## src/rtl/gray_wptr_tx.sv

```systemverilog
// gray_wptr_tx
// Write-side pointer logic for an asynchronous FIFO. Keeps the binary write
// pointer and publishes it in Gray code to the read domain. Computes full,
// almost_full, a conservative fill level and an overflow pulse. These are
// computed against a read pointer that has already been synchronized into
// this clock domain.
//
// Parameters
//   AW        FIFO address width (>= 2); depth = 2**AW, pointers are AW+1 bits
//   AF_LEVEL  fill level at or above which almost_full asserts (1..2**AW)
//
// Ports
//   clk               write-domain clock
//   rst_n             asynchronous active-low reset
//   wr_en             write request
//   rd_ptr_gray_sync  synchronized Gray read pointer (AW+1 bits)
//   wr_addr           registered RAM write address (AW bits)
//   wr_accept         combinational RAM write strobe, wr_en & ~full
//   wr_ptr_gray       registered Gray write pointer for the read domain
//   full              registered full flag
//   almost_full       registered level >= AF_LEVEL flag
//   wr_level          registered conservative fill level, 0..2**AW
//   overflow          registered one-cycle pulse for a rejected write

module gray_wptr_tx #(
   parameter int AW       = 4,
   parameter int AF_LEVEL = 2**AW - 1
) (
   input  logic          clk,
   input  logic          rst_n,
   input  logic          wr_en,
   input  logic [AW:0]   rd_ptr_gray_sync,
   output logic [AW-1:0] wr_addr,
   output logic          wr_accept,
   output logic [AW:0]   wr_ptr_gray,
   output logic          full,
   output logic          almost_full,
   output logic [AW:0]   wr_level,
   output logic          overflow
);

   localparam logic [AW:0] AF_VEC = (AW+1)'(AF_LEVEL);

   logic [AW:0] wbin;
   logic [AW:0] wbin_next;
   logic [AW:0] wgray_next;
   logic [AW:0] rbin_sync;
   logic [AW:0] level_next;
   logic [AW:0] full_pattern;

   // Writes are accepted only when the registered full flag is clear, so a
   // rejected write never moves the pointer.
   assign wr_accept = wr_en & ~full;

   // Next binary pointer and its Gray encoding. Because the pointer advances
   // by at most one per cycle, the Gray value changes by at most one bit.
   // This includes the wrap from all-ones back to zero.
   assign wbin_next  = wbin + {{AW{1'b0}}, wr_accept};
   assign wgray_next = wbin_next ^ (wbin_next >> 1);

   // Gray-to-binary: each binary bit is the XOR of all Gray bits at or above it.
   always_comb begin
      rbin_sync = '0;
      for (int i = 0; i <= AW; i++) begin
         rbin_sync[i] = ^(rd_ptr_gray_sync >> i);
      end
   end

   // The level is the unsigned pointer difference. It can only lag the true
   // occupancy, because the read pointer seen here is a few cycles old.
   assign level_next = wbin_next - rbin_sync;

   // Full when the write pointer is exactly one lap ahead of the read
   // pointer. In Gray code that is the read pointer with its top two bits
   // inverted.
   assign full_pattern = {~rd_ptr_gray_sync[AW:AW-1], rd_ptr_gray_sync[AW-2:0]};

   // All published state is registered. In particular, wr_ptr_gray comes
   // straight from a flop so the crossing into the read domain never sees
   // combinational glitches.
   always_ff @(posedge clk or negedge rst_n) begin
      if (!rst_n) begin
         wbin        <= '0;
         wr_addr     <= '0;
         wr_ptr_gray <= '0;
         full        <= 1'b0;
         almost_full <= 1'b0;
         wr_level    <= '0;
         overflow    <= 1'b0;
      end else begin
         wbin        <= wbin_next;
         wr_addr     <= wbin_next[AW-1:0];
         wr_ptr_gray <= wgray_next;
         full        <= (wgray_next == full_pattern);
         almost_full <= (level_next >= AF_VEC);
         wr_level    <= level_next;
         overflow    <= wr_en & full;
      end
   end

endmodule

```

## config.mk

```make
export PLATFORM = sky130hd
export DESIGN_NAME = gray_wptr_tx
export DESIGN_NICKNAME = d
export VERILOG_FILES = /design/src/rtl/gray_wptr_tx.sv
export SDC_FILE = /design/constraint.sdc
export NUM_CORES = 1
export LEC_CHECK = 0
export BUFFER_PORTS_ARGS = -buffer_cell sky130_fd_sc_hd__buf_2
export CAP_MARGIN = 20
export CORE_UTILIZATION = 45
export DETAILED_ROUTE_END_ITERATION = 7
export GPL_TIMING_DRIVEN = 0
export PLACE_DENSITY = 0.81
export SKIP_LAST_GASP = 1
export SYNTH_ARGS = -nofsm -noshare
export SYNTH_HDL_FRONTEND = slang
export SYNTH_SLANG_ARGS = --single-unit
```

## constraint.sdc

```tcl
create_clock -name clk -period 4.3 [get_ports clk]
set_clock_uncertainty 0.1 [all_clocks]
set_input_delay 0.215 -clock clk [delete_from_list [all_inputs] [get_ports clk]]
set_output_delay 0.215 -clock clk [all_outputs]
set_load 0.02 [all_outputs]
```

After elaboration in Yosys (flattened, before gate mapping). Index checks and enable logic that the tools add are counted.

Bits in registers: 22. Input bits: 8. Output and inout port bits: 18. Word-level logic and storage cells: 21.

$add $sub $neg: 2. Order comparisons: 1. Eq/ne operators: 1. Bitwise operators: 5. Reductions and logical operators: 5.

Operator list (number): parity 5 bit (5); adder 5 x 1 -> 5 bit (1); equality test 5 bit (1); greater-or-equal comparator 5 x 4 -> 1 bit (second input constant) (1); subtractor 5 bit (1); bitwise XOR 5 x 4 -> 5 bit (1); AND 1 bit (2); inverter 2 bit (1); inverter 1 bit (1).

Longest topological paths before layout.
Word-level depth: 5. Gate-level depth with buffers: 10.

Worst setup path before layout. OpenSTA, ideal clock, no wires.

Path kind: flip-flop to flip-flop. From: reg full. To: reg almost_full. Library setup time: 0.147 ns. Data arrival time: 2.448 ns. Data required time: 4.053 ns. Path slack: 1.605 ns. Cell stages (with the launch flop): 10. Path buffers: 0. Cells stage by stage: dfrtp_1 -> nor2b_1 -> ha_1 -> ha_1 -> xor2_1 -> ha_1 -> nor2b_1 -> o21ai_0 -> a21o_1 -> o311ai_0.

Cells in the longest elaborated chain, start to end: 5.

RTL lines: from (decl) (line 36) `output logic full,`; from (signal assigned) (line 94) `full <= (wgray_next == full_pattern);`; inverter 1 bit (line 53) `assign wr_accept = wr_en & ~full;`; AND 1 bit (line 53); via wr_accept (line 34) `output logic wr_accept,`; adder 5 x 1 -> 5 bit (line 58) `assign wbin_next = wbin + {{AW{1'b0}}, wr_accept};`; via wbin_next[2] (line 45) `logic [AW:0] wbin_next;`; subtractor 5 bit (line 71) `assign level_next = wbin_next - rbin_sync;`; greater-or-equal comparator 5 x 4 -> 1 bit (line 95) `almost_full <= (level_next >= AF_VEC);`; to (signal assigned) (line 95); to (decl) (line 37) `output logic almost_full,`.

The timed path passes the listed nets, and every way through them passes these cells.

Worst setup path after layout.
From: reg full. To: reg almost_full.

Cells in the longest elaborated chain, start to end: 5.

RTL lines (line): inverter 1 bit (53); AND 1 bit (53); adder 5 x 1 -> 5 bit (58); via wbin_next[2] (45); subtractor 5 bit (71); greater-or-equal comparator 5 x 4 -> 1 bit (95).

The timed path passes the listed nets, and every way through them passes these cells.

==> results.md <==
- Status: finished clean
- Final Cell Area: 1131 um^2
- Tmin final: about 2600 ps
- GRT Util Overall: 15.68%
- Critical Path AT: roughly 2600 ps
- Worst-Margin Slew: roughly 380 ps
- Clk root buf: clkbuf_4
- Most frequent cells in the layout: 25 x buf_2, 17 x dfrtp_1, 9 x xnor2_1
- Setup ws final: around 1700 ps
- Die Y: around 48 um
- Worst vdd ir: slightly above 0.4 mV
- Final hold vios: 0
- Core Util, Final: ~58%
- FMAX: around 390 MHz
- Vias in the first global route: around 540
- Clock sinks: 17
- Drt initial violations: 8
- Placer Congestion: around 0.75
- CP Capture Type: flip-flop
- IO Pins: 26
- Num CTS Buffers: 3
- Synth warn: 0
- Routed Antenna Nets: 0
- Latest clock arrival within the worst-skew pair: approximately 300 ps
- Area Growth Syn to Fin: 21.34%
- Setup Crit Path Kind: flip-flop to flip-flop
- Routed via count: 650
- Hold-fix buffers, CTS: 1
- Max clock buf depth: 2
- Most common cell after layout, fill and taps aside: buf_2
- Synth Area per Inst: between 10 and 15 um^2
- Post-place setup slack: 1537 ps
- Setup tns final: 0 ps
- Syn Nets: 95
- Post-DP Area: 1091 um^2
- Post-synth top area share: around 46%
- FF-to-FF path depth: 9
- H-tree depth: 1
- Global-route wire length before repair: around 2.2 mm
- Mapped Cells: 80
- Relative slew slack: 74.61%
- Largest area contributor in the netlist: dfrtp_1
- Largest net degree at the start of global routing: 18
- Remaining global-route overflow: 0
- Detail Route met2 WL: about 750 um
- Seq cells post-synth: 17
- DP HPWL: roughly 1.2 mm
- Share of layout cells above drive strength 1: roughly 28%
- Tcrit/Tclk final: about three fifths
- Detailed Routing Iterations Pass 1: 2
- Post-synth design cell area: 932.1 um^2
- Fin. max-slew vios: 0
- Register area share after synthesis: 45.64%
- Maximum fanout along the worst path: 6
- Remaining DRCs: 0
- Uppermost layer routed: met4
- Layout Nets: about 130
- # fillers: 180
- Hold WC Path Type: input port to flip-flop
- Post-CTS setup buffers: 0
- Initial core utilization: between 40% and 50%
- Final wirelength: around 1.6 mm
- CP Launch Type: flip-flop
- Die ar.: 2257 um^2
- # setup viols final: 0
- RSZ-0062 raised after global routing: no
- Routed wire per std cell: 11.50 um
- Initial antenna violation count: 0
- Die Wd: roughly 48 um
- Routed vias/inst: between 4 and 5
- CTS tree: done
- Routed met1 length: between 700 and 800 um
- PwrDens: around 900 nW/um^2
- CP Data Required Time: roughly 4400 ps
- Core box area: around 2000 um^2
- Max-cap check violation count: 0
- Metal3 WL: roughly 75 um
- Port buffer count: 25
- Hold Slack: 27.48 ps
- Site Rows: 16
- CTS clk-pin slew, worst paths: 100 ps
- Worst Hold Path Cells: 2
- Ranking of synthesized cells by area: dfrtp_1 46%, xnor2_1 8.5%, ha_1 8.1%
- LEAKAGE: 0.5608 nW
- CTS resizes: 0
- Antenna diodes: 0
- Synth cell types: 26
-- per-stage QoR --
step / std cells / power [mW]
after floorplan: 80 / 0.7771
after global placement: 132 / 0.9151
after detailed placement: 132 / 0.9380
after CTS: 137 / 1.031
after global routing: 137 / 1.107
final: 137 / 1.022
-- routing by layer --
layer	vias to the layer above	track usage, %
met3	5	5.660
met5	-	0
met1	299	17.22
met4	0	12.00
li1	326	-
met2	20	24.66
-- layout make-up --
cell class                      count  area (um^2)  area share, %
Clock inverter                      1        7.507         0.6637
Buffer                              1        3.754         0.3319
Tap cell                           27        33.78          2.987
Clock buffer                        3        22.52          1.991
Inverter                            7        26.28          2.323
Multi-Input combinational cell     55        476.7          42.15
Timing Repair Buffer               26        135.1          11.95
Sequential cell                    17        425.4          37.61
-- where the power goes --
part           leakage, nW  switching (mW)  internal (mW)  total [mW]
combinational        0.343           0.375          0.273       0.648
sequential           0.204          0.0390          0.244       0.283
clock               0.0139          0.0550         0.0355      0.0905
total                0.561           0.469          0.553        1.02
-- synth_stat cells --
cell        n
xnor2_1     9
and2_1      2
a21boi_0    2
nor3_1      1
xor3_4      1
nor2b_1     4
dfrtp_1    17
o21a_1      1
o21ai_0     3
nor2_1      2
ha_1        6
nand2_1     2
a2111oi_2   1
xor2_1      8
nor3b_1     1
a21o_1      1
and4b_1     1
a21oi_1     1
nand2b_1    1
clkbuf_1    1
or3_1       1
nand3_1     4
fa_1        1
o311ai_0    1
xor3_1      1
inv_1       7
-- logic make-up after synthesis --
family / Yosys count / synth area share, %
xor gates and xnor gates: 19 / 21.48
AOI/OAI and AO/OA: 10 / 7.918
and+or+nand+nor: 19 / 11.54
DFF: 17 / 45.64
adders and majority gates: 7 / 10.20
buffers and inverters: 8 / 3.222
-- final timing paths --
path	to	slack, ps	from
max	almost_full$_DFF_PN0_	1740	full$_DFF_PN0_
min	overflow$_DFF_PN0_	30	wr_en
max reg2reg	almost_full$_DFF_PN0_	1740	full$_DFF_PN0_
min reg2reg	overflow$_DFF_PN0_	430	full$_DFF_PN0_
max in group asynchronous	wbin[4]$_DFF_PN0_	3580	rst_n
min in group asynchronous	wr_level[3]$_DFF_PN0_	250	rst_n
-- sequential cells by signal, summed over array words and instances, names as in the netlist --
| name | count |
|---|---|
| full | 1 |
| wr_addr | 3 |
| overflow | 1 |
| wr_ptr_gray | 4 |
| almost_full | 1 |
| wbin | 2 |
| wr_level | 5 |
-- critical path, cell delays in order, from the launching register on --
cell and delay (ps):
dfrtp_1 400, nor2b_1 150, ha_1 220, ha_1 310
xor2_1 310, ha_1 320, nor2b_1 140, o21ai_0 210
a21o_1 160, o311ai_0 110
Power figures use the tool's default switching activity.
